`src/rtl/uart_pkg.sv`:
```
// -----------------------------------------------------------------------------
// uart_pkg
// Shared types and constants for the uart_sender transmitter.
//   uart_state_e          : transmitter FSM state encoding
//   DEFAULT_CLKS_PER_BIT  : 100 MHz / 115200 baud
//   DATA_BITS             : payload bits per frame
//   FRAME_BITS_8N1        : start + 8 data + stop
//   FRAME_BITS_PARITY     : start + 8 data + parity + stop
//   FRAME_BITS            : frame length of the current build
//   even_parity()         : XOR of the data bits
// Optional feature macro: UART_SENDER_PARITY_EN (adds an even-parity bit).
// -----------------------------------------------------------------------------
package uart_pkg;

  typedef enum logic [2:0] {
    ST_IDLE   = 3'd0,
    ST_START  = 3'd1,
    ST_DATA   = 3'd2,
    ST_PARITY = 3'd3,
    ST_STOP   = 3'd4
  } uart_state_e;

  localparam int DEFAULT_CLKS_PER_BIT = 868;
  localparam int DATA_BITS            = 8;
  localparam int FRAME_BITS_8N1       = 10;
  localparam int FRAME_BITS_PARITY    = 11;

`ifdef UART_SENDER_PARITY_EN
  localparam int FRAME_BITS = FRAME_BITS_PARITY;
`else
  localparam int FRAME_BITS = FRAME_BITS_8N1;
`endif

  function automatic logic even_parity(input logic [DATA_BITS-1:0] b);
    return ^b;
  endfunction

endpackage

```
`src/rtl/uart_baud_gen.sv`:
```
// -----------------------------------------------------------------------------
// uart_baud_gen
// Bit-period timer for uart_sender. Counts 0..CLKS_PER_BIT-1 while enabled and
// raises bit_done for one cycle on the last count of every bit period.
//   clock    : system clock
//   reset_n  : asynchronous active-low reset
//   clear    : restart the bit period (frame acceptance)
//   enable   : count while a frame is in flight
//   bit_done : one-cycle pulse, current bit period has elapsed
// -----------------------------------------------------------------------------
module uart_baud_gen
  import uart_pkg::*;
#(
  parameter int CLKS_PER_BIT = DEFAULT_CLKS_PER_BIT
) (
  input  logic clock,
  input  logic reset_n,
  input  logic clear,
  input  logic enable,
  output logic bit_done
);

  localparam int CNT_W = (CLKS_PER_BIT > 1) ? $clog2(CLKS_PER_BIT) : 1;
  localparam logic [CNT_W-1:0] LAST_CNT = CNT_W'(CLKS_PER_BIT - 1);

  logic [CNT_W-1:0] cnt_q;
  logic [CNT_W-1:0] cnt_d;

  always_comb begin
    cnt_d = cnt_q;
    if (clear) begin
      cnt_d = '0;
    end else if (enable) begin
      cnt_d = (cnt_q == LAST_CNT) ? '0 : cnt_q + 1'b1;
    end
  end

  always_ff @(posedge clock or negedge reset_n) begin
    if (!reset_n) begin
      cnt_q <= '0;
    end else begin
      cnt_q <= cnt_d;
    end
  end

  // A clear takes priority so an acceptance never sees a stale boundary.
  assign bit_done = enable && !clear && (cnt_q == LAST_CNT);

endmodule

```
`src/rtl/uart_sender.sv`:
```
// -----------------------------------------------------------------------------
// uart_sender
// Byte-wide asynchronous serial transmitter: 8N1, LSB first, idle-high line.
// A byte is accepted on any rising edge in IDLE with start=1; busy stays high
// until the stop bit has lasted a full bit period.
//   CLKS_PER_BIT : clock cycles per serial bit (>= 2)
//   clock        : system clock, all state on rising edge
//   reset_n      : asynchronous active-low reset
//   start        : transmit request, level-sampled while idle
//   data[7:0]    : byte to send, captured on the accepting edge
//   busy         : high from acceptance until the stop bit completes
//   out          : serial TX line (idle/stop = 1)
// Optional feature macro: UART_SENDER_PARITY_EN inserts an even-parity bit
// between data bit 7 and the stop bit (11 bit times per frame).
// -----------------------------------------------------------------------------
module uart_sender
  import uart_pkg::*;
#(
  parameter int CLKS_PER_BIT = DEFAULT_CLKS_PER_BIT
) (
  input  logic                 clock,
  input  logic                 reset_n,
  input  logic                 start,
  input  logic [DATA_BITS-1:0] data,
  output logic                 busy,
  output logic                 out
);

  uart_state_e          state_q, state_d;
  logic [DATA_BITS-1:0] shift_q, shift_d;
  logic [2:0]           bit_idx_q, bit_idx_d;
  logic                 parity_q, parity_d;
  logic                 out_q, out_d;
  logic                 busy_q, busy_d;

  logic accept;
  logic bit_done;

  assign accept = (state_q == ST_IDLE) && start;

  uart_baud_gen #(
    .CLKS_PER_BIT(CLKS_PER_BIT)
  ) u_baud (
    .clock    (clock),
    .reset_n  (reset_n),
    .clear    (accept),
    .enable   (state_q != ST_IDLE),
    .bit_done (bit_done)
  );

  // State and output registers. out/busy are registered from the next-state
  // values so the pins change on the same edge as the state.
  always_ff @(posedge clock or negedge reset_n) begin
    if (!reset_n) begin
      state_q   <= ST_IDLE;
      shift_q   <= '0;
      bit_idx_q <= '0;
      parity_q  <= 1'b0;
      out_q     <= 1'b1;
      busy_q    <= 1'b0;
    end else begin
      state_q   <= state_d;
      shift_q   <= shift_d;
      bit_idx_q <= bit_idx_d;
      parity_q  <= parity_d;
      out_q     <= out_d;
      busy_q    <= busy_d;
    end
  end

  // Next-state logic.
  always_comb begin
    state_d = state_q;
    unique case (state_q)
      ST_IDLE: begin
        if (start) state_d = ST_START;
      end
      ST_START: begin
        if (bit_done) state_d = ST_DATA;
      end
      ST_DATA: begin
        if (bit_done && (bit_idx_q == 3'd7)) begin
`ifdef UART_SENDER_PARITY_EN
          state_d = ST_PARITY;
`else
          state_d = ST_STOP;
`endif
        end
      end
      ST_PARITY: begin
        if (bit_done) state_d = ST_STOP;
      end
      ST_STOP: begin
        if (bit_done) state_d = ST_IDLE;
      end
      default: state_d = ST_IDLE;
    endcase
  end

  // Datapath and output next values.
  always_comb begin
    shift_d   = shift_q;
    bit_idx_d = bit_idx_q;
    parity_d  = parity_q;

    if (accept) begin
      shift_d   = data;
      bit_idx_d = 3'd0;
      parity_d  = even_parity(data);
    end else if ((state_q == ST_DATA) && bit_done) begin
      shift_d   = {1'b0, shift_q[DATA_BITS-1:1]};
      bit_idx_d = bit_idx_q + 3'd1;
    end

    busy_d = (state_d != ST_IDLE);

    // The line level is derived from the state being entered, so shift_d[0]
    // is already the bit that belongs to the next bit period.
    unique case (state_d)
      ST_IDLE:   out_d = 1'b1;
      ST_START:  out_d = 1'b0;
      ST_DATA:   out_d = shift_d[0];
      ST_PARITY: out_d = parity_d;
      ST_STOP:   out_d = 1'b1;
      default:   out_d = 1'b1;
    endcase
  end

  assign busy = busy_q;
  assign out  = out_q;

endmodule

```
`config.mk`:
```
export PLATFORM = sky130hd
export DESIGN_NAME = uart_sender
export DESIGN_NICKNAME = d
export VERILOG_FILES = /design/src/rtl/uart_pkg.sv /design/src/rtl/uart_baud_gen.sv /design/src/rtl/uart_sender.sv
export SDC_FILE = /design/constraint.sdc
export NUM_CORES = 1
export LEC_CHECK = 0
export ABC_AREA = 0
export CAP_MARGIN = 20
export CORE_ASPECT_RATIO = 0.8
export CORE_MARGIN = 2
export CORE_UTILIZATION = 56
export DETAILED_ROUTE_END_ITERATION = 8
export PLACE_DENSITY = 0.78
export SLEW_MARGIN = 0
export SYNTH_ARGS = -nofsm -noshare
export SYNTH_HDL_FRONTEND = slang
export SYNTH_SLANG_ARGS = --single-unit
```
`constraint.sdc`:
```
create_clock -name clock -period 2.5 [get_ports clock]
set_clock_uncertainty 0.1 [all_clocks]
set_input_delay 0.625 -clock clock [delete_from_list [all_inputs] [get_ports clock]]
set_output_delay 0.625 -clock clock [all_outputs]
set_load 0.02 [all_outputs]
```
==> results of run 1 <==
-- area by class of cell --
type,count,area [sq um]
Sequential cell,27,677
Inverter,3,11.3
Tap cell,36,45.0
Timing Repair Buffer,18,165
Fill cell,210,806
Clock buffer,4,26.3
Multi-Input combinational cell,108,692
-- power breakdown --
group / total (mW) / internal, mW / switching (mW)
clock: 0.186 / 0.0626 / 0.123
combinational: 0.276 / 0.140 / 0.136
sequential: 0.603 / 0.527 / 0.0757
total: 1.06 / 0.730 / 0.335
-- cell usage after synthesis (2+ instances only) --
cell      number
mux2i_1        3
nand3_1        5
o31ai_1        3
a21oi_1        2
nor2_1        11
clkbuf_1       4
nand2_1       22
xnor2_1        9
and3_1         4
o21ai_0       17
buf_2          3
o41ai_1        2
a22oi_1        5
inv_1          3
ha_1           3
dfrtp_1       26
or3_1          2
-- kinds of logic (layout without fill, tap and decap cells) --
family                   after synthesis  in the layout  share of synthesized area
adder cells (fa/ha/maj)                3              3                     0.0266
multiplexers                           4              4                     0.0293
buffers and inverters                 10             25                     0.0293
flip-flops                            27             27                      0.480
XOR/XNOR                               9              9                     0.0559
AO/OA/AOI/OAI                         36             36                      0.161
AND/OR/NAND/NOR                       56             56                      0.217
-- flip-flops by register name, indices dropped and copies added, names as in the netlist --
register / count
bit_idx_q: 3
busy: 1
out: 1
parity_q: 1
shift_q: 8
state_q: 3
u_baud.cnt_q: 10
-- per-stage QoR --
| stage | util | area, sq um | std cells |
|---|---|---|---|
| final | 0.667 | 1620 | 196 |
| after global routing | 0.667 | 1620 | 196 |
| after CTS | 0.667 | 1620 | 196 |
| after detailed placement | 0.657 | 1590 | 192 |
| after global placement | 0.657 | 1590 | 192 |
| after floorplan | - | 1410 | 145 |
-- worst paths after layout --
path / from / end / slack [ns]
worst max-delay path: out / out / 0.31
worst min-delay path: shift_q[3] / shift_q[2] / 0.39
worst max register to register: u_baud.cnt_q[0] / out / 0.41
worst min register to register: shift_q[3] / shift_q[2] / 0.39
max in group asynchronous: reset_n / out / 1.46
min in group asynchronous: reset_n / u_baud.cnt_q[9] / 0.54
-- metal layers --
metal  wire [microns]  up-vias  GRT usage  part of all wire
met3              111        2     0.0477             0.043
met5                0        -          0                 0
met1             1280      530      0.277              0.49
met4               12        0     0.0444            0.0046
met2             1190       21      0.292              0.46
li1                 -      551          -                 -
==> run metrics, run 1 <==
outcome completed; Pleak 0.708 nW; Critical Path Stages 1; CP max-delay cell clkdlybuf4s50_1; synth unique cells 38; CTS tree built; critical path fanouts, max 1; WL/cell 13.2 microns; CTS Hold Bufs 0; Slew Limit Fails 0; cell taking the most area after synthesis dfrtp_1; sequential area share after synthesis 0.480; Hold Slack 0.395 ns; Via-to-Cell Ratio 5.63; crit path DAT 1.46 ns; Longest Clk Path Bufs 2; ANT nets after route 0; worst vdd ir 522 uV; crit path time final 2.19 ns; Synth Instances 145; TritonRoute pass-1 iters 4; most frequent cells in the layout 26 x dfrtp_1, 22 x nand2_1, 17 x o21ai_0; antenna cell count 0; grt ovf 0; largest net degree at the start of global routing 28; Synth top area share 0.461; via count 1104; Yosys reg bits 27; r2r worst-path depth 6; die area 2940 sq um; nets 175; worst-margin pin slew 0.483 ns; synth warn 0; post-CTS resize count 0; largest stage delay on the critical path 0.59 ns; Rows 16; post-route setup TNS 0 ns; Async S/R FF share, synth 1.00; area of the core 2420 sq um; Hold WC Path Type reg2reg; Final Hold Viols 0; CP top delay family buffers and inverters; CTS H-tree lvls 1; All-Layer GR Usage 0.192; critical setup path kind reg2out; clk sinks 27; initial core utilization 0.582; RSZ-0062 raised after global routing no; Synth Flop Type dfrtp_1; CTS Buf Count 3; Total Power 1.06 mW; Post-synth EDFFs 0; worst rel slew slack 0.675; vias in the first global route 1017; Synth Net Count 159; Startpoint Class flip-flop; clock latency on the worst-skew pair 0.33 ns; most common cell after layout, fill and taps aside dfrtp_1; PwrDens 659 nW/um^2; worst setup slack after layout 0.312 ns; crit-path cells clkdlybuf4s50_1; share of layout cells above drive strength 1 0.106; first-pass GRT wire length 4.39 mm; initial DRC count 49; Chip Height 48.9 microns; post-DP HPWL 1.91 mm; IO buf count 12; CTS Root Buffer Type clkbuf_4; IO Count 13; final setup violation count 0; wirelength, routed 2.59 mm; DP Worst Slack 0.0899 ns; Avg Cell Area, Syn 9.72 sq um; synthesized area 1410 sq um; Die Width 60.1 microns; Placer Congestion 0.835; DRC violations left 0; fmax 457 MHz; initial antenna violation count 0; WHS Path Cells 2; final period utilization 0.875; CP Capture Type output pin; clock slew at reported path FFs 0.14 ns; Area Overhead vs Synth 14.6%; MaxCap Viol Count 0; top cells by area, synth dfrtp_1 46%, o21ai_0 6.0%, nand2_1 5.9%; Worst Path Required 1.77 ns; setup bufs post-CTS 0; worst path bufs/invs 1
Note: power is estimated with default switching activity, not from simulation.
==> run 2, diff against run 1 <==
--- a/config.mk
+++ b/config.mk
@@ -8,8 +8,9 @@
 export ABC_AREA = 0
 export CAP_MARGIN = 20
 export CORE_ASPECT_RATIO = 0.8
-export CORE_MARGIN = 2
+export CORE_MARGIN = 8
 export CORE_UTILIZATION = 56
+export CTS_CLUSTER_DIAMETER = 200
 export DETAILED_ROUTE_END_ITERATION = 8
 export PLACE_DENSITY = 0.78
 export SLEW_MARGIN = 0
==> run 2 against run 1 <==
  * Final cell count down 0.51%
  * Via count down 1.0%
  * Die area up 49%
  * First-iteration DRC count up 73%
  * Non-clock buffer count down 1
  * Power up 0.37%
  * Combinational power about the same
  * Critical path type unchanged
  * Critical endpoint unchanged
  * Largest power group unchanged
  * Highest routed layer unchanged
==> run metrics, run 2 (same netlist as run 1, synthesis figures left out) <==
outcome completed; Slew Limit Fails 0; IO buf count 12; crit path time final 2.20 ns; MaxCap Viol Count 0; most common cell after layout, fill and taps aside dfrtp_1; RSZ-0062 raised after global routing no; CTS Root Buffer Type clkbuf_4; worst path bufs/invs 1; via count 1093; worst rel slew slack 0.701; CP Capture Type output pin; Switching Fraction 0.318; final period utilization 0.880; post-route setup TNS 0 ns; DP Worst Slack 0.0968 ns; Largest register FFs 10; clock power share 0.174; Hold Startpoint shift_q[3]; TritonRoute pass-1 iters 4; first-pass GRT wire length 4.71 mm; worst setup slack after layout 0.301 ns; Placer Congestion 0.773; Rows 16; DRC violations left 0; worst vdd ir 512 uV; critical setup path kind reg2out; share of layout cells above drive strength 1 0.101; initial antenna violation count 0; final setup violation count 0; CTS Hold Bufs 0; antenna cell count 0; Logic pwr share 0.260; CTS H-tree lvls 1; part of the power in registers 0.566; critical path fanouts, max 1; Internal Power 0.729 mW; IO Count 13; grt ovf 0; Filler cells 193; CP max-delay cell clkdlybuf4s50_1; initial core utilization 0.582; fmax 455 MHz; clock latency on the worst-skew pair 0.33 ns; Hold WC Path Type reg2reg; Worst Path Required 1.77 ns; PwrDens 664 nW/um^2; CTS Buf Count 3; All-Layer GR Usage 0.138; WL/cell 13.8 microns; Startpoint Class flip-flop; largest net degree at the start of global routing 28; die area 4390 sq um; Chip Height 60.9 microns; Longest Clk Path Bufs 2; CTS tree built; Area Overhead vs Synth 14.1%; post-CTS resize count 0; Largest Register u_baud.cnt_q; Critical path origin out; Die Width 72.1 microns; largest stage delay on the critical path 0.60 ns; clk sinks 27; Final Hold Viols 0; worst-margin pin slew 0.445 ns; ANT nets after route 0; Reg-to-Reg Start u_baud.cnt_q[0]; crit path DAT 1.47 ns; CP top delay family buffers and inverters; area of the core 2420 sq um; most frequent cells in the layout 26 x dfrtp_1, 22 x nand2_1, 17 x o21ai_0; wirelength, routed 2.70 mm; biggest regs u_baud.cnt_q (10), shift_q (8); Via-to-Cell Ratio 5.61; clock slew at reported path FFs 0.14 ns; Util after Layout 0.664; Sw Pwr 0.340 mW; initial DRC count 85; Pleak 0.702 nW; crit-path cells clkdlybuf4s50_1; vias in the first global route 1063; post-DP HPWL 2.02 mm; setup bufs post-CTS 0; nets 174
## run 2: worst register-to-register path: stages (launching register included)
cell and delay [ns]:
dfrtp_1 0.43, ha_1 0.29, nand4b_4 0.16, or3_1 0.49, o31a_1 0.32, nor2_2 0.11, o2bb2ai_1 0.13
## run 2: stage by stage
stage | hold slack [ns] | instance area, sq um | std cells | power (mW)
finish | 0.392 | 1610 | 195 | 1.07
global route | 0.418 | 1610 | 195 | 1.14
CTS | 0.400 | 1610 | 195 | 1.08
detailed placement | 0.367 | 1580 | 191 | 0.890
global placement | 0.358 | 1580 | 191 | 0.871
floorplan | 0.229 | 1410 | 145 | 0.797
## run 2: worst paths after layout
path,endpoint,cells past startpoint,slack (ns)
setup / recovery,out,1,0.30
hold / removal,shift_q[3],2,0.39
setup reg to reg,out,6,0.41
hold reg to reg,shift_q[3],2,0.39
max in group asynchronous,out,2,1.46
min in group asynchronous,u_baud.cnt_q[8],2,0.54
## run 2: metal layers
layer,vias up,GRT usage,wire length (microns)
met4,0,0.0638,55
met3,7,0.0479,158
met5,-,0,0
met2,26,0.220,1240
li1,547,-,-
met1,513,0.164,1240
## run 2: power by group through the flow
stage | Clock [mW] | Sequential [mW] | Combinational (mW)
final | 0.186 | 0.605 | 0.278
after global routing | 0.216 | 0.618 | 0.310
after CTS | 0.198 | 0.603 | 0.282
after detailed placement | 0 | 0.612 | 0.278
after global placement | 0 | 0.608 | 0.263
after floorplan | 0 | 0.596 | 0.201
## run 2: final cells by class
| class | count | area (sq um) | share of cell area |
|---|---|---|---|
| sequential | 27 | 677 | 0.421 |
| clock buffer | 4 | 26.3 | 0.0163 |
| timing repair buffer | 17 | 158 | 0.0980 |
| tap | 36 | 45.0 | 0.0280 |
| multi-input combinational | 108 | 692 | 0.430 |
| inverter | 3 | 11.3 | 0.00700 |
==> RTL edit 1 (settings of run 1) <==
Register the output `out` once more, without a reset; this adds one clock of latency there. The other outputs are not delayed to match. Comments in the files are not updated.
--- a/src/rtl/uart_sender.sv
+++ b/src/rtl/uart_sender.sv
@@ -128,5 +128,7 @@
 
   assign busy = busy_q;
-  assign out  = out_q;
+  always_ff @(posedge clock) begin
+    out <= out_q;
+  end
 
 endmodule
Function: changed (a bounded check fails within 4 cycles, from zero or initial values and one cycle with reset_n low).
==> RTL edit 1 against run 1 <==
Area after synthesis increased by 1.8%; sequential cell count increased by 1; global-route usage is 1.6 points higher; worst setup slack gained 0.050 ns; cell area up 1.0%; wire length grew 11%; sequential power up 4.0%; power increased by 4.4%; hold slack worse by 0.086 ns; critical path type is now reg -> reg; critical endpoint is now u_baud.cnt_q[8]$_DFFE_PN0P_; largest cell class is now registers.
==> RTL edit 1: results (changes against run 1) <==
| Metric | Value |
|---|---|
| Outcome | `complete, no violations` |
| Prevailing post-synth register cell | `dfrtp_1` |
| Initial antenna violation count | `0 (unchanged)` |
| Arr. time, crit path | `2.25 ns (+0.79 ns)` |
| Leak | `0.7066 nW (-0.16%)` |
| Vias in the first global route | `1,058 (+4.0%)` |
| WL final | `2882 um (+11%)` |
| M3 GR Usage | `0.05570 (+0.007958)` |
| Async SR Flop Fraction | `0.9643 (-0.03571)` |
| Fraction of layout cells with a size suffix above 1 | `0.08750 (-0.01875)` |
| CP max FO | `16 (+15)` |
| H-tree depth | `1 (unchanged)` |
| Vias | `1,170 (+6.0%)` |
| First-pass GRT wire length | `4726 um (+7.7%)` |
| Sw power | `367.0 uW (+9.6%)` |
| YS warnings | `0 (unchanged)` |
| DRT iter0 DRCs | `57 (+16%)` |
| Post-synth cell types | `36 (-5.3%)` |
| Clock-pin slew on the worst setup and hold paths | `0.15 ns` |
| Synth Area in Adders | `0.02616 (-0.0004642)` |
| Worst Hold Path Cells | `0 (-2)` |
| Met2 usage | `0.3405 (+0.04884)` |
| Rel. slew slack | `0.5885 (-0.08691)` |
| Cell Area, Placed | `0.001607 mm^2 (+1.0%)` |
| Final GP Congestion | `0.7933 (-4.9%)` |
| Overall routing resource usage | `0.2084 (+0.01626)` |
| Nets | `175 (unchanged)` |
| Top post-synthesis cells by count | `dfrtp_1 (26), nand2_1 (24), o21ai_0 (15)` |
| Detailed Routing Iterations Pass 1 | `7 (+3)` |
| Xor and xnor fraction of the mapped netlist area | `0.04882 (-0.007078)` |
| GR Util met1 | `0.2813 (+0.004300)` |
| Synth top area cells | `dfrtp_1 (45%), nand2_1 (6.3%), o21ai_0 (5.2%)` |
| Post-synthesis mux area share | `0.02877 (-0.0005106)` |
| Worst IR Drop VDD | `0.6423 mV (+23%)` |
| Pre-CTS WS | `0.09261 ns (+0.002689 ns)` |
| Register area share after synthesis | `0.4856 (+0.005579)` |
| Synth Area in Compound Gates | `0.1866 (+0.02508)` |
| DP HPWL | `2154 um (+13%)` |
| Largest regs | `u_baud.cnt_q (10), shift_q (8)` |
| Post-CTS Setup Inserts | `0 (unchanged)` |
| Clk buf depth | `2 (unchanged)` |
-- RTL edit 1: metrics by stage --
stage,std cells,power [mW]
2_1_floorplan,145,0.8297
3_3_place_gp,192,0.9043
3_5_place_dp,192,0.9292
4_1_cts,196,1.115
5_1_grt,196,1.182
6_report,196,1.111
-- RTL edit 1: area by class of cell --
cell class                      instances  area, um^2
Multi-Input combinational cell        107       695.7
Sequential cell                        28       696.9
Inverter                                5       18.77
Fill cell                             195       809.5
Clock buffer                            4       26.28
Tap cell                               36       45.04
Timing Repair Buffer                   16       150.1
-- RTL edit 1: worst paths after layout --
kind / startpoint / endpoint / slack [ns]
max: u_baud.cnt_q[0]$_DFFE_PN0P_ / u_baud.cnt_q[8]$_DFFE_PN0P_ / 0.36
max in group asynchronous: reset_n / out_q$_DFF_PN1_ / 1.45
min reg2reg: out_q$_DFF_PN1_ / out$_DFF_P_ / 0.31
min in group asynchronous: reset_n / u_baud.cnt_q[9]$_DFFE_PN0P_ / 0.54
min: out_q$_DFF_PN1_ / out$_DFF_P_ / 0.31
max reg2reg: u_baud.cnt_q[0]$_DFFE_PN0P_ / u_baud.cnt_q[8]$_DFFE_PN0P_ / 0.36
-- RTL edit 1: cell families after synthesis --
family	count (synthesis)
compound gates	40
xor+xnor	8
fa+ha+maj	3
buf+inv	10
flops	28
mux	4
simple gates	52
-- RTL edit 1: power groups by stage --
stage          logic (mW)  registers (mW)  clock network [mW]
6_report            0.292           0.627               0.192
5_1_grt             0.321           0.643               0.218
3_3_place_gp        0.275           0.629                   0
3_5_place_dp        0.292           0.637                   0
2_1_floorplan       0.216           0.614                   0
4_1_cts             0.295           0.627               0.194
-- RTL edit 1: routing by layer --
layer / share of wire / up-vias
met5: 0 / -
met4: 0.010 / 0
met3: 0.051 / 7
met2: 0.48 / 38
met1: 0.46 / 569
li1: - / 556
-- RTL edit 1: critical path, stage by stage (launching register included) --
cell and delay (ns):
dfrtp_1 0.44, ha_1 0.29, nand4b_4 0.18, o31ai_4 0.59, a21oi_1 0.07, o21ai_0 0.21, o31ai_1 0.12
==> RTL edit 2 (flow settings as in run 1) <==
Made on the original files. Set the package constant `DEFAULT_CLKS_PER_BIT` to 434 (it was 868).
--- a/src/rtl/uart_pkg.sv
+++ b/src/rtl/uart_pkg.sv
@@ -21,5 +21,5 @@
   } uart_state_e;
 
-  localparam int DEFAULT_CLKS_PER_BIT = 868;
+  localparam int DEFAULT_CLKS_PER_BIT = 434;
   localparam int DATA_BITS            = 8;
   localparam int FRAME_BITS_8N1       = 10;
Formal check against the unedited RTL: no difference found for any inputs over 10 cycles, from zero or initial values and one cycle with reset_n low; that may be too few to reach the edited logic, so the function may still have changed.
==> RTL edit 2 against run 1 <==
Hold slack better by 0.0085 ns; clock power is 53% higher; power is 6.2% higher; area after synthesis is 5.6% lower; register-to-register slack better by 0.12 ns; wire length is 0.73% lower; cell area is 2.7% lower; sequential cell count is 1 lower; sequential power is 0.7% lower; worst setup slack better by 0.022 ns; sequential share of layout area is 0.43 points lower.
==> RTL edit 2: results (changes against run 1) <==
| Metric | Value |
|---|---|
| Worst Hold Path Cells | `2 (unchanged)` |
| Root Buffer | `clkbuf_4` |
| Vias | `1,065 (-3.5%)` |
| Post-Syn Nets | `151 (-5.0%)` |
| Top post-synthesis cells by count | `dfrtp_1 (25), nand2_1 (23), o21ai_0 (14)` |
| Syn Area/Cell | `9.789 um^2 (+0.66%)` |
| DRT iter0 DRCs | `38 (-22%)` |
| Fillers | `176 (-16%)` |
| Buffering overhead | `0.1050 (+0.002845)` |
| Cell Area, Placed | `0.001520 mm^2 (-4.4%)` |
| Arr. time, crit path | `1.44 ns (-0.02 ns)` |
| Fin util | `0.7162 (+0.04888)` |
| Well-Tap Cells | `25 (-31%)` |
| Vias in the first global route | `950 (-6.6%)` |
| Final GP Congestion | `0.7827 (-6.2%)` |
| Worst R2R Path Depth | `6 (unchanged)` |
| Family with the most delay on the worst path | `buffers and inverters` |
| First-pass GRT wire length | `4264 um (-2.8%)` |
| Multi-input gates | `103 (-4.6%)` |
| Async SR Flop Fraction | `1.000 (unchanged)` |
| Multi-input combinational area share | `0.4177 (-0.01036)` |
| Worst-margin pin slew | `0.4971 ns (+0.01393 ns)` |
| Vias/cell | `5.917 (+5.0%)` |
| Min-Delay Path Class | `reg -> reg` |
| Fraction of layout cells with a size suffix above 1 | `0.1097 (+0.003427)` |
| Register share of the cell area | `0.4145 (-0.004252)` |
| Pre-CTS WS | `0.1095 ns (+0.01955 ns)` |
| Worst IR Drop VDD | `0.7318 mV (+40%)` |
| Post-CTS Setup Inserts | `0 (unchanged)` |
| Sw power | `327.9 uW (-2.1%)` |
| Largest regs | `u_baud.cnt_q (9), shift_q (8)` |
| Inverters, non-clock | `4 (+1)` |
| Post-synth cell types | `35 (-7.9%)` |
| Register area share after synthesis | `0.4897 (+0.009626)` |
| Nets | `171 (-2.3%)` |
| DP HPWL | `1895 um (-0.94%)` |
| Number of buffers created by CTS | `3 (unchanged)` |
| Overall routing resource usage | `0.2102 (+0.01808)` |
| Outcome | `complete, no violations` |
| Leak | `0.6915 nW (-2.3%)` |
| WL final | `2573 um (-0.73%)` |
| Synth top area cells | `dfrtp_1 (47%), nand2_1 (6.5%), o21ai_0 (5.3%)` |
| Clk tree area frac | `0.03341 (+0.01716)` |
| Seq cells | `26 (-3.7%)` |
| Placed insts | `176 (-8.3%)` |
| Largest net degree at the start of global routing | `27 (-3.6%)` |
==> RTL edit 2: cell count changes after synthesis, moves of 2 or more <==
cell	run 1	this run
nor4_1	0	2
o41ai_1	2	0
clkbuf_1	4	1
mux2i_1	3	1
o21ai_0	17	14
==> RTL edit 2: path summary, 6_finish.rpt <==
check                                            startpoint                          end  slack [ns]
max in group asynchronous                           reset_n                out$_DFF_PN1_        1.46
worst min register to register       shift_q[5]$_DFFE_PN0P_       shift_q[5]$_DFFE_PN0P_        0.40
worst min-delay path                 shift_q[5]$_DFFE_PN0P_       shift_q[5]$_DFFE_PN0P_        0.40
worst max register to register  u_baud.cnt_q[1]$_DFFE_PN0P_                out$_DFF_PN1_        0.53
worst max-delay path                          out$_DFF_PN1_                          out        0.33
min in group asynchronous                           reset_n  u_baud.cnt_q[2]$_DFFE_PN0P_        0.54
==> RTL edit 2: cell families after synthesis <==
group                      count (synthesis)  share of synthesized area
buffers and inverters                      7                    0.02161
and+or+nand+nor                           57                     0.2293
AOI/OAI and AO/OA                         32                     0.1551
adders and majority gates                  4                    0.03760
muxes                                      1                   0.007519
xor gates and xnor gates                   9                    0.05921
DFF                                       26                     0.4897
==> RTL edit 2: power by group through the flow <==
stage / combinational [mW] / clock, mW / sequential [mW]
after floorplan: 0.170 / 0 / 0.588
final: 0.247 / 0.285 / 0.599
after global placement: 0.232 / 0 / 0.601
after CTS: 0.248 / 0.292 / 0.598
after detailed placement: 0.245 / 0 / 0.608
after global routing: 0.283 / 0.309 / 0.614
==> RTL edit 2: layer usage <==
metal,up-vias,track usage,share of wire
met5,-,0,0
met4,0,0.07442,0.0093
met3,4,0.06757,0.033
met2,22,0.3258,0.48
met1,514,0.2825,0.48
li1,525,-,-
